==> src/rtl/pl_pkg.sv <==
// pl_pkg
// Shared definitions for the pipeline hazard / forwarding controller.
//   - fwd_sel_e   : EX operand mux select encodings
//   - trk_entry_t : one in-flight instruction tracking entry
//   - DATA_W_DEF / REG_AW_DEF : default datapath and register-address widths
// The tracking entry stores its destination at REG_AW_MAX bits so that one
// struct type serves every legal REG_AW (1..REG_AW_MAX); narrower addresses
// are zero-extended before they are stored or compared.
package pl_pkg;

   localparam int DATA_W_DEF = 8;
   localparam int REG_AW_DEF = 2;
   localparam int REG_AW_MAX = 5;

   typedef enum logic [1:0] {
      FWD_REG  = 2'd0,
      FWD_WB   = 2'd1,
      FWD_ALU  = 2'd2,
      FWD_HOLD = 2'd3
   } fwd_sel_e;

   typedef struct packed {
      logic                  valid;
      logic                  wr;
      logic                  load;
      logic [REG_AW_MAX-1:0] dest;
   } trk_entry_t;

   localparam trk_entry_t TRK_BUBBLE = '0;

endpackage

==> src/rtl/pl_haz_match.sv <==
// pl_haz_match
// Compares one ID-stage source register against the three tracking entries
// (EX, MEM, WB) and returns the prioritised forward select plus a flag that
// says the youngest producer is a load sitting in EX.
// Ports:
//   id_valid  in   ID holds a real instruction
//   use_src   in   the instruction actually reads this source
//   src       in   zero-extended source register address
//   ex_e      in   tracking entry of the instruction in EX
//   mem_e     in   tracking entry of the instruction in MEM
//   wb_e      in   tracking entry of the instruction in WB
//   sel       out  FWD_ALU / FWD_WB / FWD_HOLD / FWD_REG
//   load_hit  out  source matches EX and EX is a load
module pl_haz_match
   import pl_pkg::*;
(
   input  logic                  id_valid,
   input  logic                  use_src,
   input  logic [REG_AW_MAX-1:0] src,
   input  trk_entry_t            ex_e,
   input  trk_entry_t            mem_e,
   input  trk_entry_t            wb_e,
   output logic [1:0]            sel,
   output logic                  load_hit
);

   logic hit_ex;
   logic hit_mem;
   logic hit_wb;

   function automatic logic entry_hit(input trk_entry_t e,
                                      input logic [REG_AW_MAX-1:0] a);
      return e.valid && e.wr && (e.dest == a);
   endfunction

   assign hit_ex  = id_valid && use_src && entry_hit(ex_e,  src);
   assign hit_mem = id_valid && use_src && entry_hit(mem_e, src);
   assign hit_wb  = id_valid && use_src && entry_hit(wb_e,  src);

   // The youngest producer wins, so EX is checked before MEM before WB.
   always_comb begin
      sel = FWD_REG;
      if (hit_ex)
         sel = FWD_ALU;
      else if (hit_mem)
         sel = FWD_WB;
      else if (hit_wb)
         sel = FWD_HOLD;
   end

   assign load_hit = hit_ex && ex_e.load;

   // Only the EX entry's load bit matters for hazard detection.
   logic unused_load;
   assign unused_load = mem_e.load ^ wb_e.load;

endmodule

==> src/rtl/pl_hazard_ctrl.sv <==
// pl_hazard_ctrl
// Hazard and forwarding controller for the five-stage pipeline.
// Tracks destinations of the instructions in EX, MEM and WB, registers the
// EX operand forward selects, raises load-use stalls and taken-branch
// flushes, keeps a write-back hold register and counts stall cycles.
// Build option:
//   HAZ_FWD_EN defined   : full forwarding; only load-use hazards stall.
//   HAZ_FWD_EN undefined : interlock only; any dependency on EX/MEM/WB
//                          stalls, fwd selects and wb_hold are tied to 0.
// Ports:
//   clk, rst               clock, asynchronous active-high reset
//   id_valid               ID holds a real instruction
//   id_ra, id_rb           source registers in ID
//   id_use_a, id_use_b     source actually read
//   id_wr, id_wd, id_load  ID writes id_wd / is a load
//   br_taken               branch in EX is taken
//   wb_data                value being written back
//   stall, bubble          freeze front end / insert NOP into ID/EX
//   flush_if, flush_id     kill IF/ID and ID/EX
//   a_fwd_sel, b_fwd_sel   EX operand mux selects (registered)
//   wb_hold                last value written back
//   stall_count            saturating count of stall cycles
// REG_AW must not exceed pl_pkg::REG_AW_MAX.
module pl_hazard_ctrl
   import pl_pkg::*;
#(
   parameter int DATA_W = DATA_W_DEF,
   parameter int REG_AW = REG_AW_DEF,
   parameter int CNT_W  = 16
) (
   input  logic              clk,
   input  logic              rst,
   input  logic              id_valid,
   input  logic [REG_AW-1:0] id_ra,
   input  logic [REG_AW-1:0] id_rb,
   input  logic              id_use_a,
   input  logic              id_use_b,
   input  logic              id_wr,
   input  logic [REG_AW-1:0] id_wd,
   input  logic              id_load,
   input  logic              br_taken,
   input  logic [DATA_W-1:0] wb_data,
   output logic              stall,
   output logic              bubble,
   output logic              flush_if,
   output logic              flush_id,
   output logic [1:0]        a_fwd_sel,
   output logic [1:0]        b_fwd_sel,
   output logic [DATA_W-1:0] wb_hold,
   output logic [CNT_W-1:0]  stall_count
);

   logic [REG_AW_MAX-1:0] ra_ext;
   logic [REG_AW_MAX-1:0] rb_ext;
   logic [REG_AW_MAX-1:0] wd_ext;
   trk_entry_t            id_entry;
   trk_entry_t            ex_q;
   trk_entry_t            mem_q;
   trk_entry_t            wb_q;
   logic [1:0]            a_sel;
   logic [1:0]            b_sel;
   logic                  a_load_hit;
   logic                  b_load_hit;
   logic                  hazard;
   logic                  kill_id;

   // Widen addresses to the package entry width and package the ID info.
   always_comb begin
      ra_ext = '0;
      rb_ext = '0;
      wd_ext = '0;
      ra_ext[REG_AW-1:0] = id_ra;
      rb_ext[REG_AW-1:0] = id_rb;
      wd_ext[REG_AW-1:0] = id_wd;
      id_entry       = TRK_BUBBLE;
      id_entry.valid = id_valid;
      id_entry.wr    = id_wr;
      id_entry.load  = id_load;
      id_entry.dest  = wd_ext;
   end

   pl_haz_match u_match_a (
      .id_valid (id_valid),
      .use_src  (id_use_a),
      .src      (ra_ext),
      .ex_e     (ex_q),
      .mem_e    (mem_q),
      .wb_e     (wb_q),
      .sel      (a_sel),
      .load_hit (a_load_hit)
   );

   pl_haz_match u_match_b (
      .id_valid (id_valid),
      .use_src  (id_use_b),
      .src      (rb_ext),
      .ex_e     (ex_q),
      .mem_e    (mem_q),
      .wb_e     (wb_q),
      .sel      (b_sel),
      .load_hit (b_load_hit)
   );

`ifdef HAZ_FWD_EN
   assign hazard = a_load_hit | b_load_hit;
`else
   // Without forwarding every in-flight dependency must drain first; a
   // non-register select is exactly "some entry matched".
   assign hazard = (a_sel != FWD_REG) | (b_sel != FWD_REG);
`endif

   // A taken branch discards the ID instruction, so it wins over a stall.
   // Reset forces every control output low at once.
   assign flush_if = br_taken & ~rst;
   assign flush_id = br_taken & ~rst;
   assign stall    = hazard & ~br_taken & ~rst;
   assign bubble   = hazard & ~br_taken & ~rst;
   assign kill_id  = stall | flush_if;

   always_ff @(posedge clk or posedge rst) begin
      if (rst) begin
         ex_q  <= TRK_BUBBLE;
         mem_q <= TRK_BUBBLE;
         wb_q  <= TRK_BUBBLE;
      end else begin
         wb_q  <= mem_q;
         mem_q <= ex_q;
         ex_q  <= kill_id ? TRK_BUBBLE : id_entry;
      end
   end

`ifdef HAZ_FWD_EN
   // Selects are captured as the ID instruction moves into EX; a bubble
   // carries no operands, so it gets the plain register path.
   always_ff @(posedge clk or posedge rst) begin
      if (rst) begin
         a_fwd_sel <= '0;
         b_fwd_sel <= '0;
      end else begin
         a_fwd_sel <= kill_id ? '0 : a_sel;
         b_fwd_sel <= kill_id ? '0 : b_sel;
      end
   end

   always_ff @(posedge clk or posedge rst) begin
      if (rst)
         wb_hold <= '0;
      else if (wb_q.valid && wb_q.wr)
         wb_hold <= wb_data;
   end
`else
   assign a_fwd_sel = '0;
   assign b_fwd_sel = '0;
   assign wb_hold   = '0;

   logic unused_fwd;
   assign unused_fwd = ^{wb_data, a_load_hit, b_load_hit};
`endif

   always_ff @(posedge clk or posedge rst) begin
      if (rst)
         stall_count <= '0;
      else if (stall && (stall_count != '1))
         stall_count <= stall_count + CNT_W'(1);
   end

endmodule

==> config.mk <==
export PLATFORM = sky130hd
export DESIGN_NAME = pl_hazard_ctrl
export DESIGN_NICKNAME = d
export VERILOG_FILES = /design/src/rtl/pl_pkg.sv /design/src/rtl/pl_haz_match.sv /design/src/rtl/pl_hazard_ctrl.sv
export SDC_FILE = /design/constraint.sdc
export NUM_CORES = 1
export LEC_CHECK = 0
export CAP_MARGIN = 10
export CORE_MARGIN = 2
export CORE_UTILIZATION = 35
export CTS_BUF_LIST = sky130_fd_sc_hd__clkbuf_2 sky130_fd_sc_hd__clkbuf_4 sky130_fd_sc_hd__clkbuf_8
export CTS_CLUSTER_SIZE = 20
export DETAILED_ROUTE_END_ITERATION = 7
export PLACE_DENSITY = 0.65
export SLEW_MARGIN = 30
export SYNTH_ARGS = -nofsm -noshare
export SYNTH_HDL_FRONTEND = slang
export SYNTH_SLANG_ARGS = --single-unit
==> constraint.sdc <==
create_clock -name clk -period 2.2 [get_ports clk]
set_input_delay 0.22 -clock clk [delete_from_list [all_inputs] [get_ports clk]]
set_output_delay 0.22 -clock clk [all_outputs]
set_load 0.005 [all_outputs]
# Word-level counts from Yosys, hierarchy flattened

Index checks and enable logic that the tools add are counted.

Register bits: 37
Latch bits: 0
RAM bits: 0
ROM bits: 0
Input bits: 22
Output and inout bits: 32
Logic and storage cells: 52
Memories: 0

Add/subtract/negate cells: 1
Multiply operators: 0
Divide/modulo/power cells: 0
$lt $le $gt $ge: 0
Eq/ne operators: 7
Shift-type cells: 0
Muxes and demuxes: 7
Bitwise gates (word level): 7
Reduce and logical (&&, ||, !) cells: 20

Operators with widths:

| cell                                                            | number |
|---|---|
| 5-bit by 2-bit equality test with 1-bit output                  | 6 |
| 1-bit logical AND                                               | 18 |
| 16-bit by 1-bit adder with 16-bit output, second input constant | 1 |
| 16-bit inequality test, second input constant                   | 1 |
| 2-bit 2-to-1 mux                                                | 6 |
| 8-bit 2-to-1 mux                                                | 1 |
| 2-bit nonzero test                                              | 2 |
| 1-bit bitwise AND                                               | 3 |
| 1-bit inverter                                                  | 2 |
| 1-bit OR                                                        | 2 |

# Logic depth before layout (Yosys ltp)

Gate-level depths: netlist of run 1.

Depth after elaboration: 12
Depth in mapped cells: 7
Mapped depth without buffers: 7

# By module

From an unflattened synthesis of run 1, not the netlist that was laid out.

Cell total of the unflattened synthesis: 169
Area, all modules: 1806.7 µm²

By module, submodules not included:

| module         | instances | cells each | area an instance (µm²) | seq. area each (µm²) |
|---|---|---|---|---|
| pl_hazard_ctrl | 1         | 115        | 1373.8                 | 775.7 |
| pl_haz_match   | 2         | 27         | 216.5                  | 0.0 |

# Least setup slack after synthesis of run 1

OpenSTA, ideal clock, no wires.

Path kind: flip-flop to flip-flop
Start: register stall_count[0]
End: register stall_count[1]
Library setup time: 0.125 ns
Arrival: 1.799 ns
Data required time: 2.075 ns
Setup slack: 0.276 ns
Cell stages (with the launch flop): 8
Path buffers: 0
Period minus slack after synthesis: 1.924 ns
Cells stage by stage: dfrtp_1 -> ha_1 -> and3_2 -> and3_1 -> and3_2 -> nand3_2 -> nand3_2 -> mux2_4

Word-level cells in the longest chain between the ends: 2
Elaborated cells between the ends (all ways): 3
Those cells by class: 1 x add/sub; 1 x eq/ne; 1 x reduce/logical

Ends and longest elaborated chain:

| item                                                                                             | RTL line              | RTL |
|---|---|---|
| start, declared                                                                                  | pl_hazard_ctrl.sv:50  | `output logic [CNT_W-1:0] stall_count` |
| start signal, assigned                                                                           | pl_hazard_ctrl.sv:164 | `stall_count <= stall_count + CNT_W'(1);` |
| parallel branches: the longest is 2 deep, another holds 16-bit by 1-bit adder with 16-bit output | --                    |  |

Several ways; the timed one is not identified.
A chain may end at the register's enable or synchronous reset.

# Final worst setup path of run 1

Start: register ex_q[0] (netlist bit)
End: output stall

Word-level cells in the longest chain between the ends: 8
Elaborated cells between the ends (all ways): 13
Those cells by class: 2 x eq/ne; 2 x mux; 3 x bitwise; 6 x reduce/logical

Ends and longest elaborated chain:

| item                                           | RTL line              | RTL |
|---|---|---|
| start, declared                                | pl_hazard_ctrl.sv:57  | `trk_entry_t ex_q;` |
| start signal, assigned                         | pl_hazard_ctrl.sv:128 | `ex_q <= kill_id ? TRK_BUBBLE : id_entry;` |
| 5-bit by 2-bit equality test with 1-bit output | pl_haz_match.sv:33    | `return e.valid && e.wr && (e.dest == a);` |
| 1-bit logical AND                              | pl_haz_match.sv:33    |  |
| 1-bit logical AND                              | pl_haz_match.sv:36    | `assign hit_ex = id_valid && use_src && entry_hit(ex_e, src);` |
| 2-bit 2-to-1 mux                               | pl_haz_match.sv:43    | `if (hit_ex)` |
| 2-bit nonzero test                             | pl_hazard_ctrl.sv:109 | `assign hazard = (a_sel != FWD_REG) \| (b_sel != FWD_REG);` |
| 1-bit OR (*)                                   | pl_hazard_ctrl.sv:109 |  |
| 1-bit bitwise AND (*) (2 in a row)             | pl_hazard_ctrl.sv:116 | `assign stall = hazard & ~br_taken & ~rst;` |
| end, declared                                  | pl_hazard_ctrl.sv:43  | `output logic stall,` |

Mark *: on every way between the ends. The rest lies on a longest branch, timed or not.

==> impl_metrics.yaml, run 1 <==
job:
  max_cap_violations: 0
timing:
  post-route-min-period_ns: 2.06
  fmax_ghz: 0.485
  tns_ns: 0
  rsz0062_at_grt: "false"
  slew_violations: 0
  setup_viol: 0
  hold_ws_ns: 0.404
  finalHoldViolCount: 0
  finalClockSkew_ns: 0.00265
  fin_crit_sh_pct: 93.8
global_routing:
  grt_pass1_wl_mm: 5.38
  grt_pass1_vias: 1167
  grt_usage_pct: 13.5
  grt_remaining_overflow: 0
  grt_max_degree: 29
  antenna_found_initial: 0
clock_tree:
  clkSinkCount: 28
  ctsRootBufferMaster: "clkbuf_8"
  numCtsBuffers: 3
  clk_pin_slew_worst_paths_ns: 0.09
  clk_path_buf_depth: 2
  h-tree-depth: 1
  insertion_delay_ns: 0.27
  cts_tree: "yes"
  cts_hold_buf: 0
critical_path:
  path_max_fanout: 2
  cp.required_ns: 1.98
  setup.worst_path.start_class: "flop"
  worst-setup-path-type: "reg2out"
  cp.arrival_ns: 1.84
  r2r-end: "stall_count[1]"
  worstSetupEndpointType: "output port"
  reg2reg_from: "stall_count[0]"
  r2r_cells: 7
  r2r_slack_ns: 0.18
placement:
  finalWeightedCongestion: 0.795
  io_buffers: 32
  dp_hpwl_mm: 2.31
  dp.cells: 222
logic_synthesis:
  netlist_instances: 139
  synth_sequential_area_ratio_pct: 47.1
  avgSynthCellArea_um2: 10.7
  syn_area_um2: 1490
  synthTopCellsByArea: "dfrtp_1 (47%), xnor2_1 (8.2%), buf_4 (7.1%), nand4_1 (5.9%), xor2_1 (5.9%)"
  synth-seq-cells: 28
  yosysWarnings: 0
  synth_area_leader_cell: "dfrtp_1"
  ys_types: 25
  synthDominantCellAreaShare_pct: 47.1
die:
  die-area_um2: 4780
  core-area_um2: 4060
  num_rows: 23
  die_h_um: 69.2
  io_pins: 54
  die_w_um: 69.2
  start_util_pct: 36.6
route:
  antenna_left: 0
  firstDrtPassIters: 4
  drtIter0Drc: 44
  post_drt_via_cell_ratio: 5.00
  routed_wl_mm: 3.23
  vias: 1146
  routedWlPerCell_um: 14.1
  remaining_drc_errors: 0
power:
  irDropWorstVdd_v: 0.000314
  leakage_uw: 0.000877
  total_power_uw: 1280
  p_per_area_nw_per_um2: 655
finish:
  antenna-diode-count: 0
  drive_above_1_share_pct: 15.1
  fin_nets: 203
  finalNonFillerCells: 229
  syn_to_final_growth_pct: 31.3
  fill_cells: 377
hold_path:
  hold_path_class: "in2async"
run_status:
  status: "complete, no violations"
==> layout make-up <==
cell class,instances,area [um2],area share (%)
multi-input combinational,103,724,37.1
clock inverter,1,30.0,1.54
clock buffer,3,41.3,2.12
inverter,3,11.3,0.577
tap,50,62.6,3.21
timing repair buffer,41,382,19.6
sequential,28,701,35.9
==> report_power, final <==
part / internal, uW / switching [uW] / total [uW] / leakage (uW)
Clock: 243 / 157 / 400 / 0.0000357
Combinational: 152 / 104 / 256 / 0.000479
Sequential: 564 / 57.6 / 622 / 0.000362
==> routing by layer <==
metal	GRT usage [%]	share of wire [%]
met1	17.0	43
met2	24.5	52
met3	2.18	4.3
met4	2.61	0.53
met5	0	0
==> kinds of logic (layout without fill, tap and decap cells) <==
| logic type | after synthesis | after routing | share of synthesized area, % |
|---|---|---|---|
| flip-flops | 28 | 28 | 47.1 |
| XOR/XNOR | 24 | 24 | 14.1 |
| AND/OR/NAND/NOR | 61 | 61 | 24.1 |
| adder cells (fa/ha/maj) | 1 | 1 | 0.842 |
| buffers and inverters | 19 | 48 | 8.92 |
| multiplexers | 2 | 2 | 1.68 |
| AO/OA/AOI/OAI | 3 | 3 | 2.95 |
| other | 1 | 12 | 0.252 |
==> state kept, by name (all words and copies together) (netlist names) <==
register,flops
stall_count,16
mem_q,4
ex_q,4
wb_q,4
==> how the worst max path moves through the flow <==
stage          cells past startpoint  slack (ns)           start        endpoint
4_1_cts                            6        0.15         ex_q[0]           stall
2_1_floorplan                      7        0.28  stall_count[0]  stall_count[1]
6_report                           7        0.14         ex_q[0]           stall
3_3_place_gp                       7       -0.15        id_rb[0]           stall
5_1_grt                            6        0.07         ex_q[0]           stall
3_5_place_dp                       7       -0.20        id_rb[0]           stall
==> Yosys cell counts (all sizes together) <==
cell type,instances
xnor2,14
o211ai,1
o21a,1
nand3,11
mux2i,1
nand4b,1
nor3,7
mux2,1
inv,3
xor2,10
dfrtp,28
nor2,8
ha,1
nand4,14
nor2b,5
and2,2
buf,16
and3,13
conb,1
a221oi,1
==> cell usage in the layout (no fill, tap or decap), types with 2 or more instances in the layout <==
master / Yosys / layout
nor2_1: 8 / 8
xnor2_1: 14 / 14
inv_1: 3 / 3
buf_4: 14 / 9
nor3_1: 7 / 4
nand3_2: 2 / 2
dlygate4sd2_1: 0 / 5
conb_1: 1 / 12
and3_1: 9 / 9
clkbuf_8: 0 / 3
xor2_1: 10 / 9
nand3_1: 9 / 9
clkdlybuf4s50_1: 0 / 27
nor3_2: 0 / 2
dfrtp_1: 28 / 28
nor2b_1: 5 / 5
and3_2: 4 / 4
nand4_1: 14 / 14
==> through the flow <==
step	area (um2)	worst slack [ns]	utilization (%)
after floorplan	1530	0.276	-
after global placement	1830	-0.154	45.2
after detailed placement	1830	-0.200	45.2
after CTS	1950	0.149	48.1
after global routing	1950	0.0698	48.1
final	1950	0.137	48.1
==> critical path, cell delays in order (launching register included) <==
cell,delay (ns)
dfrtp_1,0.41
xor2_1,0.21
buf_4,0.16
nor3_4,0.03
nor3_2,0.22
o211ai_4,0.13
and2_4,0.16
dlygate4sd2_1,0.26
==> timing repair <==
| action | CTS | global route |
|---|---|---|
| endpoints found under the hold margin | 0 | 0 |
| setup buffers | 3 | 0 |
| endpoints found under the setup margin | 2 | 0 |
| gates resized for setup | 11 | 0 |
No activity file was read; power rests on OpenSTA's default activity.
==> inputs of run 2 (changes only) <==
- CORE_MARGIN: 2 -> default
- CTS_CLUSTER_DIAMETER: default -> 50
==> impl_metrics.yaml, run 2 (synthesized netlist as in run 1, its figures left out) <==
die:
  die_w_um: 67.2
  num_rows: 23
  start_util_pct: 36.9
  core-area_um2: 4030
  io_pins: 54
  die-area_um2: 4510
  die_h_um: 67.2
route:
  antenna_left: 0
  drtIter0Drc: 69
  routedWlPerCell_um: 13.2
  vias: 1102
  remaining_drc_errors: 0
  routed_wl_mm: 2.98
  post_drt_via_cell_ratio: 4.88
  firstDrtPassIters: 4
timing:
  fin_crit_sh_pct: 93.0
  finalClockSkew_ns: 0.00465
  rsz0062_at_grt: "false"
  hold_ws_ns: 0.406
  finalHoldViolCount: 0
  setup_viol: 0
  fmax_ghz: 0.489
  slew_violations: 0
  post-route-min-period_ns: 2.05
job:
  max_cap_violations: 0
finish:
  layout_common_cells: "dfrtp_1 (28), clkdlybuf4s50_1 (28), nand4_1 (14), xnor2_1 (14), conb_1 (12)"
  fin_nets: 201
  drive_above_1_share_pct: 11.4
  syn_to_final_growth_pct: 26.3
  largest_reg_flops: 16
  utilization_pct: 46.6
  antenna-diode-count: 0
  final_area_um2: 1880
  largest_register: "stall_count"
  finalNonFillerCells: 226
global_routing:
  grt_usage_pct: 14.3
  grt_max_degree: 29
  antenna_found_initial: 0
  grt_remaining_overflow: 0
  grt_pass1_wl_mm: 4.97
  grt_pass1_vias: 1088
power:
  leakage_uw: 0.000841
  irDropWorstVdd_v: 0.000211
  p_per_area_nw_per_um2: 598
  total_power_uw: 1120
critical_path:
  setup.worst_path.start_class: "flop"
  worstSetupEndpointType: "output port"
  worst-setup-path-type: "reg2out"
  path_max_fanout: 2
  cp.required_ns: 1.98
  cp.arrival_ns: 1.83
clock_tree:
  cts_tree: "yes"
  clk_path_buf_depth: 2
  insertion_delay_ns: 0.26
  cts_hold_buf: 0
  h-tree-depth: 1
  clk_pin_slew_worst_paths_ns: 0.09
  numCtsBuffers: 3
  clkSinkCount: 28
  ctsRootBufferMaster: "clkbuf_8"
placement:
  placed_area_um2: 1830
  dp.cells: 222
  finalWeightedCongestion: 0.819
  io_buffers: 32
  dp_hpwl_mm: 2.23
run_status:
  status: "complete, no violations"
hold_path:
  hold_path_class: "in2async"
==> run 2: metal layers <==
| layer | global-route usage (%) | share of wire [%] | routed length, um |
|---|---|---|---|
| met5 | 0 | 0 | 0 |
| met1 | 18.9 | 45 | 1350 |
| met3 | 2.53 | 4.9 | 146 |
| met4 | 2.39 | 0.20 | 6 |
| met2 | 24.6 | 50 | 1470 |
==> run 2: path summary, 6_finish.rpt <==
check | startpoint | to | slack (ns) | cells after the start
min reg2reg | ex_q[6] | mem_q[6] | 0.41 | 0
max | wb_q[0] | stall | 0.15 | 6
max reg2reg | stall_count[0] | stall_count[1] | 0.18 | 7
min | rst | stall_count[9] | 0.41 | 3
max in group asynchronous | rst | mem_q[1] | 1.53 | 3
min in group clk | ex_q[6] | mem_q[6] | 0.41 | 0
==> run 2: layout make-up <==
type                       instances  area (um2)
sequential                        28         701
fill                             394        2150
multi-input combinational        103         694
clock buffer                       3        41.3
inverter                           3        11.3
tap                               50        62.6
timing repair buffer              39         368
==> run 2: critical path, cell delays in order (launching register included) <==
cell and delay (ns):
dfrtp_1 0.41, xor2_1 0.20, nor2_1 0.08, a221oi_2 0.31
o211ai_4 0.12, and2_2 0.19, dlygate4sd2_1 0.26
==> run 2: report_power, final <==
group | internal, uW | total, uW | switching [uW]
combinational | 145 | 237 | 92.4
sequential | 564 | 621 | 56.9
clock | 122 | 264 | 142
total | 831 | 1120 | 291
==> run 2: what timing repair did <==
action / CTS / global route
setup endpoints to repair: 2 / 0
buffers inserted: 1 / 0
gates resized for setup: 4 / 0
endpoints found under the hold margin: 0 / 0
==> run 2: metrics by stage <==
| stage | worst slack (ns) | setup TNS [ns] |
|---|---|---|
| floorplan | 0.276 | 0 |
| global placement | -0.155 | -0.315 |
| detailed placement | -0.194 | -0.451 |
| CTS | 0.127 | 0 |
| global route | 0.0304 | 0 |
| finish | 0.154 | 0 |
==> inputs of run 3 (changes only) <==
- ABC_CLOCK_PERIOD_IN_PS: default -> 2200
- SLEW_MARGIN: 30 -> 10
==> results of run 3 <==
Final layout, timing and power as in run 2 (identical DEF).
